File: src/rtl/cpu_pkg.sv
// Shared CPU definitions: opcode constants, fetch-unit state encoding and default widths.
`default_nettype none

package cpu_pkg;

  localparam int PC_W_DEF    = 32;
  localparam int INSTR_W_DEF = 32;

  localparam logic [7:0] OP_LOADI = 8'h00;
  localparam logic [7:0] OP_MOV   = 8'h01;
  localparam logic [7:0] OP_ADD   = 8'h02;
  localparam logic [7:0] OP_SUB   = 8'h03;
  localparam logic [7:0] OP_AND   = 8'h04;
  localparam logic [7:0] OP_OR    = 8'h05;
  localparam logic [7:0] OP_J     = 8'h06;
  localparam logic [7:0] OP_BEQ   = 8'h07;
  localparam logic [7:0] OP_BNE   = 8'h08;

  typedef enum logic [1:0] {
    IFU_BOOT  = 2'd0,
    IFU_FETCH = 2'd1,
    IFU_EXEC  = 2'd2
  } ifu_state_e;

endpackage

`default_nettype wire

File: src/rtl/ifu_next_pc.sv
// Next-PC selection: sequential PC+4 or PC-relative target from a signed 8-bit word offset.
`default_nettype none

module ifu_next_pc #(
  parameter int PC_W = 32
) (
  input  logic [PC_W-1:0] pc_i,
  input  logic [7:0]      offset_i,
  input  logic            jump_i,
  input  logic            branch_i,
  input  logic            bne_i,
  input  logic            zero_i,
  output logic [PC_W-1:0] next_pc_o
);

  logic [PC_W-1:0] pc4;
  logic [PC_W-1:0] target;
  logic            taken;

  assign pc4 = pc_i + PC_W'(4);
  // Word offset: sign-extend and scale by 4; the sum wraps modulo 2^PC_W.
  assign target    = pc4 + {{(PC_W-10){offset_i[7]}}, offset_i, 2'b00};
  assign taken     = jump_i | (branch_i & zero_i) | (bne_i & ~zero_i);
  assign next_pc_o = taken ? target : pc4;

endmodule

`default_nettype wire

File: src/rtl/instr_fetch_unit.sv
// Fetch stage: PC, instruction register and BOOT/FETCH/EXEC sequencing over busywait handshakes.
// Optional IFU_PERF_CNT_EN adds retired-instruction and stall-cycle counters.
`default_nettype none

module instr_fetch_unit
  import cpu_pkg::*;
#(
  parameter int              PC_W     = PC_W_DEF,
  parameter int              INSTR_W  = INSTR_W_DEF,
  parameter logic [PC_W-1:0] RESET_PC = '0
) (
  input  logic               CLK,
  input  logic               RESET_N,
  output logic               I_READ,
  output logic [PC_W-1:0]    I_ADDRESS,
  input  logic               I_BUSYWAIT,
  input  logic [INSTR_W-1:0] I_READDATA,
  input  logic               D_BUSYWAIT,
  input  logic               JUMP,
  input  logic               BRANCH,
  input  logic               BNE,
  input  logic               ZERO,
  output logic [INSTR_W-1:0] INSTRUCTION,
  output logic [7:0]         OPCODE,
  output logic [PC_W-1:0]    PC,
  output logic               INSTR_VALID
`ifdef IFU_PERF_CNT_EN
  ,
  output logic [31:0]        RETIRED_CNT,
  output logic [31:0]        STALL_CNT
`endif
);

  ifu_state_e         state_q, state_d;
  logic [PC_W-1:0]    pc_q, pc_d;
  logic [INSTR_W-1:0] ir_q, ir_d;
  logic [PC_W-1:0]    next_pc;

  ifu_next_pc #(.PC_W(PC_W)) u_next_pc (
    .pc_i      (pc_q),
    .offset_i  (ir_q[INSTR_W-9 -: 8]),
    .jump_i    (JUMP),
    .branch_i  (BRANCH),
    .bne_i     (BNE),
    .zero_i    (ZERO),
    .next_pc_o (next_pc)
  );

  always_ff @(posedge CLK or negedge RESET_N) begin
    if (!RESET_N) begin
      state_q <= IFU_BOOT;
      pc_q    <= RESET_PC;
      ir_q    <= '0;
    end else begin
      state_q <= state_d;
      pc_q    <= pc_d;
      ir_q    <= ir_d;
    end
  end

  always_comb begin
    state_d     = state_q;
    pc_d        = pc_q;
    ir_d        = ir_q;
    I_READ      = 1'b0;
    INSTR_VALID = 1'b0;
    case (state_q)
      IFU_BOOT: state_d = IFU_FETCH;
      IFU_FETCH: begin
        I_READ = 1'b1;
        if (!I_BUSYWAIT) begin
          ir_d    = I_READDATA;
          state_d = IFU_EXEC;
        end
      end
      IFU_EXEC: begin
        INSTR_VALID = 1'b1;
        // Branch flags only matter on the edge that leaves EXEC.
        if (!D_BUSYWAIT) begin
          pc_d    = next_pc;
          state_d = IFU_FETCH;
        end
      end
      default: state_d = IFU_BOOT;
    endcase
  end

  assign I_ADDRESS   = pc_q;
  assign PC          = pc_q;
  assign INSTRUCTION = ir_q;
  assign OPCODE      = ir_q[INSTR_W-1 -: 8];

`ifdef IFU_PERF_CNT_EN
  logic [31:0] retired_q;
  logic [31:0] stall_q;

  always_ff @(posedge CLK or negedge RESET_N) begin
    if (!RESET_N) begin
      retired_q <= '0;
      stall_q   <= '0;
    end else begin
      if (state_q == IFU_EXEC && !D_BUSYWAIT)
        retired_q <= retired_q + 32'd1;
      if ((state_q == IFU_FETCH && I_BUSYWAIT) || (state_q == IFU_EXEC && D_BUSYWAIT))
        stall_q <= stall_q + 32'd1;
    end
  end

  assign RETIRED_CNT = retired_q;
  assign STALL_CNT   = stall_q;
`endif

endmodule

`default_nettype wire

File: config.mk
export PLATFORM = sky130hd
export DESIGN_NAME = instr_fetch_unit
export DESIGN_NICKNAME = d
export VERILOG_FILES = /design/src/rtl/cpu_pkg.sv /design/src/rtl/ifu_next_pc.sv /design/src/rtl/instr_fetch_unit.sv
export SDC_FILE = /design/constraint.sdc
export NUM_CORES = 1
export LEC_CHECK = 0
export BUFFER_PORTS_ARGS = -buffer_cell sky130_fd_sc_hd__buf_4
export CAP_MARGIN = 20
export CELL_PAD_IN_SITES_DETAIL_PLACEMENT = 1
export CELL_PAD_IN_SITES_GLOBAL_PLACEMENT = 1
export CORE_MARGIN = 10
export CORE_UTILIZATION = 40
export CTS_BUF_LIST = sky130_fd_sc_hd__clkbuf_4 sky130_fd_sc_hd__clkbuf_8
export DETAILED_ROUTE_END_ITERATION = 8
export GPL_TIMING_DRIVEN = 0
export MAX_ROUTING_LAYER = met4
export PLACE_DENSITY = 0.77
export SYNTH_ARGS = -nofsm -noshare
export SYNTH_HDL_FRONTEND = slang
export SYNTH_HIERARCHICAL = 1
export SYNTH_SLANG_ARGS = --single-unit
File: constraint.sdc
create_clock -name CLK -period 3.9 [get_ports CLK]
set_input_delay 0.195 -clock CLK [delete_from_list [all_inputs] [get_ports CLK]]
set_output_delay 0.195 -clock CLK [all_outputs]
set_load 0.02 [all_outputs]
==> reports/metrics.yaml, run 1 <==
clocking:
  cts_buffers: 9
  clkSinkCount: 66
  path_clk_slew_ns: 0.09
  clockBufferDepth: 2
  htreeDepth: 3
  cts_tree: "yes"
  clockRootBuffer: "clkbuf_8"
  clk-insertion-delay-late_ns: 0.38
final_layout:
  n_antenna_cell: 0
  nNetsFinal: 798
  drive_above_1_share: 0.473
  final_util: 0.567
  area_growth_pct: 36.7
die:
  rows: 41
  ioPinCount: 146
  die_w_um: 135
  die_area_um2: 18300
  core_region_area_um2: 12800
  die_h_um: 135
  start_util: 0.415
logic_synthesis:
  netlist_area_um2: 5300
  syn_inst: 552
  synth_area_per_cell_um2: 9.60
  postSynth.asyncResetShare: 1.00
  synth_cell_type_count: 55
  ys_warn_count: 6
  syn_nets: 630
  yosys_register_bits: 66
  synth-edff-count: 0
  synth_ff_type: "dfrtp_1"
  ys_seq_area_frac: 0.312
status:
  status: "complete, no violations"
flow_run:
  drv_cap: 0
critical_path:
  arrival_ns: 4.00
  startpoint_type: "register"
  worst-path-max-fanout: 5
  required_ns: 4.17
  rrSetupSlack_ns: 0.17
  crit_path_end_kind: "register"
  crit_type: "register to register"
timing:
  tightest_slew_ns: 0.879
  clock_skew_ns: 0.0179
  hold_viol_final: 0
  min_period_over_period: 0.956
  fmaxAchievable_mhz: 268
  relSlewSlack: 0.414
  drv_slew: 0
  setup_viol: 0
  min_period_ns: 3.73
detailed_routing:
  ant_nets: 0
  wl_per_cell_um: 20.5
  first_pass_iters: 4
  initialDrtViolationCount: 195
  drc: 0
  vias: 4834
  vias_per_cell: 5.39
  drt_wl_total_um: 18400
placement:
  gp_congestion: 0.935
  place_hpwl_um: 13700
  io_buffers: 145
global_routing:
  track_usage: 0.205
  grt_pass1_vias: 5387
  grt_max_degree: 67
  globalRoute.totalOverflow: 0
  antenna_found_initial: 0
  grt_pass1_wl_um: 29100
hold_path:
  hold_path.class: "input pin to register"
cell families (layout without fill, tap and decap cells):
kind of cell / after synthesis / count (layout) / share of synthesized area
AO/OA/AOI/OAI: 124 / 124 / 0.145
XOR/XNOR: 56 / 56 / 0.0940
adder cells (fa/ha/maj): 38 / 38 / 0.0911
buffers and inverters: 69 / 242 / 0.0902
flip-flops: 66 / 66 / 0.312
multiplexers: 64 / 64 / 0.136
AND/OR/NAND/NOR: 135 / 135 / 0.132
critical path, cell delays in order, from the launching register on:
cell	delay, ns
dfrtp_2	0.37
and4_4	0.26
and4_4	0.25
buf_6	0.12
and4_4	0.25
buf_4	0.12
nand3_1	0.12
xnor2_2	0.26
ha_4	0.26
and2_1	0.19
and3_1	0.23
a21oi_2	0.16
o31ai_1	0.08
a31oi_1	0.26
buf_4	0.17
xor2_1	0.13
a21oi_1	0.10
mux2_2	0.29
cells in the mapped netlist, types with 3 or more instances:
cell      instances  area, µm²
a21o_1           17        128
a21oi_1          49        245
a31o_2            3       26.3
a31oi_1           3       18.8
and2_1            3       18.8
and3_1            7       43.8
and4_1            4       35.0
buf_4            42        315
buf_6             8       90.1
clkbuf_1          8       30.0
dfrtp_1          66       1650
ha_1             37        463
inv_1            10       37.5
mux2_1            4       45.0
mux2_2           60        676
nand2_1          42        158
nand2b_1          3       18.8
nand3_1          17       85.1
nand4_1           8       50.1
nor2_1           33        124
nor2b_1           3       18.8
o211ai_1          4       30.0
o21a_1            3       22.5
o21ai_0          24        120
o21bai_1          3       22.5
xnor2_1          36        315
xor2_1           19        166
final cells by class:
cell class / count / area (µm²)
Timing Repair Buffer: 159 / 1210
Fill cell: 1430 / 5530
Clock buffer: 11 / 151
Multi-Input combinational cell: 417 / 3470
Buffer: 57 / 425
Inverter: 10 / 37.5
Tap cell: 172 / 215
Sequential cell: 66 / 1660
Clock inverter: 5 / 65.1
what timing repair did:
action,CTS,global route
hold buffers,1,0
pin swaps,1,17
hold endpoints to repair,66,0
gates cloned,0,1
buffers inserted,5,5
setup endpoints to repair,11,13
gates resized for setup,17,44
routing by layer:
metal,track usage,vias to the layer above,wire length (µm)
met4,0.0640,0,282
met2,0.335,146,9050
met1,0.238,2400,7850
met3,0.0586,19,1250
li1,-,2269,-
met5,-,-,0
through the flow:
step	instances	worst slack (ns)	instance area (µm²)	TNS (ns)	hold WS, ns
finish	897	0.172	7240	0	0.0458
global route	897	-0.0393	7240	-0.0393	0.0423
CTS	891	0.00948	6970	0	0.0323
detailed placement	870	-0.456	6630	-2.13	0.374
global placement	869	-0.344	6600	-1.49	0.365
floorplan	552	0.187	5300	0	-0.101
flip-flops by register name, summed over array words and instances, names as in the netlist:
signal       count
INSTRUCTION     32
I_ADDRESS       32
state_q          2
cells in the final DEF, fill, tap and decap left out, types with 16 or more instances in the layout:
master / n
a21oi_1: 43
mux2_2: 60
nand3_1: 16
dfrtp_1: 58
nor2_1: 33
ha_1: 27
xor2_1: 16
o21ai_0: 19
buf_4: 197
a21o_1: 17
nand2_1: 41
xnor2_1: 31
worst paths after layout:
| check | startpoint | end | cells after the start |
|---|---|---|---|
| hold / removal | I_READDATA[5] | INSTRUCTION[5] | 2 |
| setup / recovery | I_ADDRESS[5] | I_ADDRESS[26] | 17 |
| hold reg to reg | INSTRUCTION[12] | INSTRUCTION[12] | 1 |
| setup reg to reg | I_ADDRESS[5] | I_ADDRESS[26] | 17 |
| max in group asynchronous | RESET_N | I_ADDRESS[7] | 2 |
| min in group asynchronous | RESET_N | INSTRUCTION[12] | 2 |
Power of run 1 is not shown: default switching activity piles up to over one toggle a cycle in this logic, so the estimate is an artifact.
==> run 2, diff against run 1 <==
Settings changed: CTS_BUF_LIST sky130_fd_sc_hd__clkbuf_4 sky130_fd_sc_hd__clkbuf_8 to sky130_fd_sc_hd__clkbuf_16.
==> run 2 against run 1 <==
Effect of this change: routed wire length hardly changed; core utilization rose by 0.43 points; critical path depth up 1; first-iteration DRC count unchanged; fmax is 2.0% lower; via count fell by 0.58%; non-clock buffer count did not move; hold slack gained 0.030 ns; sequential share of layout area fell by 0.21 points; setup slack got worse by 0.078 ns; sequential cell count is the same; cell count stayed put; critical path type unchanged.
==> reports/metrics.yaml, run 2 (synthesized netlist as in run 1, its figures left out) <==
flow_run:
  drv_cap: 0
global_routing:
  antenna_found_initial: 0
  grt_max_degree: 67
  globalRoute.totalOverflow: 0
  grt_pass1_vias: 5411
  track_usage: 0.204
  grt_pass1_wl_um: 29200
timing:
  drv_slew: 0
  fmaxAchievable_mhz: 263
  min_period_ns: 3.81
  min_period_over_period: 0.976
  rsz0062_at_grt: "true"
  setup_viol: 0
  tightest_slew_ns: 0.874
  clock_skew_ns: 0.0105
  relSlewSlack: 0.418
  hold_viol_final: 0
detailed_routing:
  wl_per_cell_um: 20.6
  ant_nets: 0
  vias: 4806
  vias_per_cell: 5.36
  drc: 0
  initialDrtViolationCount: 195
  drt_wl_total_um: 18400
  first_pass_iters: 4
hold_path:
  hold_end: "INSTRUCTION[26]"
  min_path_cells: 2
  worstHoldStart: "I_READDATA[26]"
  hold_path.class: "input pin to register"
die:
  core_region_area_um2: 12800
  die_area_um2: 18300
  ioPinCount: 146
  rows: 41
  die_w_um: 135
  start_util: 0.415
  die_h_um: 135
critical_path:
  reg2reg_depth: 18
  crit_path_end_kind: "register"
  regToRegStartpoint: "I_ADDRESS[7]"
  rr_endpoint: "I_ADDRESS[28]"
  crit_type: "register to register"
  arrival_ns: 4.04
  rrSetupSlack_ns: 0.09
  required_ns: 4.14
  startpoint_type: "register"
  worst-path-max-fanout: 8
final_layout:
  final_cell_mix: "buf_4 (197), dfrtp_1 (60), mux2_2 (60), a21oi_1 (42), nand2_1 (41)"
  nNetsFinal: 798
  n_antenna_cell: 0
  area_growth_pct: 37.7
  drive_above_1_share: 0.465
  mostFrequentLayoutCell: "buf_4"
  fin_area_um2: 7300
clocking:
  htreeDepth: 3
  clockBufferDepth: 2
  path_clk_slew_ns: 0.06
  cts_buffers: 9
  clkSinkCount: 66
  cts_tree: "yes"
  clockRootBuffer: "clkbuf_16"
  clk-insertion-delay-late_ns: 0.35
placement:
  place_hpwl_um: 13700
  io_buffers: 145
  gp_congestion: 0.935
  place_area_um2: 6630
status:
  status: "complete, no violations"
==> run 2: cell types whose count changed in the layout (fill, tap and decap cells not counted), moves of 2 or more <==
cell | before | now
clkinv_1 | 0 | 2
clkbuf_16 | 0 | 9
dfrtp_1 | 58 | 60
dfrtp_2 | 8 | 6
clkbuf_8 | 11 | 0
==> run 2: routing by layer <==
| layer | up-vias | share of wire | global-route usage |
|---|---|---|---|
| met1 | 2386 | 0.42 | 0.239 |
| met2 | 125 | 0.50 | 0.335 |
| met4 | 0 | 0.013 | 0.0526 |
| met5 | - | 0 | - |
| met3 | 17 | 0.062 | 0.0631 |
| li1 | 2278 | - | - |
==> run 2: repair_timing <==
item | in CTS | in global routing
hold endpoints to repair | 1 | 0
gates cloned | 0 | 0
resized for setup | 22 | 31
setup buffers | 7 | 3
setup endpoints to repair | 11 | 12
pin swaps | 2 | 12
hold buffers | 1 | 0
==> run 2: worst max path at each step <==
stage,startpoint,end,slack (ns),depth (start not counted)
after floorplan,I_ADDRESS[4],I_ADDRESS[28],0.19,18
after global placement,I_ADDRESS[4],I_ADDRESS[31],-0.34,16
after detailed placement,I_ADDRESS[4],I_ADDRESS[31],-0.46,16
after CTS,I_ADDRESS[5],I_ADDRESS[28],0.04,18
after global routing,I_ADDRESS[7],I_ADDRESS[28],-0.1,18
final,I_ADDRESS[7],I_ADDRESS[28],0.09,18
==> run 2: layout make-up <==
cell class	count	area [µm²]
plain buffers	58	437
multi-input cells	417	3440
flip-flops and latches	66	1660
inverters	10	37.5
clock buffers	9	225
well taps	172	215
fillers	1408	5480
repair buffers	158	1210
clock inverters	7	72.6
==> run 2: per-stage QoR <==
stage / setup slack [ns] / cells / hold slack (ns) / util / setup TNS (ns)
after floorplan: 0.187 / 552 / -0.101 / - / 0
after global placement: -0.344 / 869 / 0.365 / 0.517 / -1.49
after detailed placement: -0.456 / 870 / 0.374 / 0.519 / -2.13
after CTS: 0.0396 / 893 / 0.0676 / 0.555 / 0
after global routing: -0.0999 / 897 / 0.0713 / 0.571 / -0.259
final: 0.0939 / 897 / 0.0753 / 0.571 / 0
==> run 2: critical path, cell delays in order (launching register included) <==
cell	delay [ns]
dfrtp_2	0.38
and4_4	0.25
and4_1	0.23
buf_6	0.14
and4_4	0.25
and2_4	0.14
buf_6	0.14
nand3_2	0.15
xnor2_4	0.27
ha_4	0.25
a21oi_2	0.14
o21bai_1	0.09
a21oi_2	0.18
inv_1	0.07
o21a_1	0.18
a221oi_2	0.29
xor2_1	0.17
o21ai_0	0.09
mux2_2	0.28
Power of run 2 is left out for the same reason.
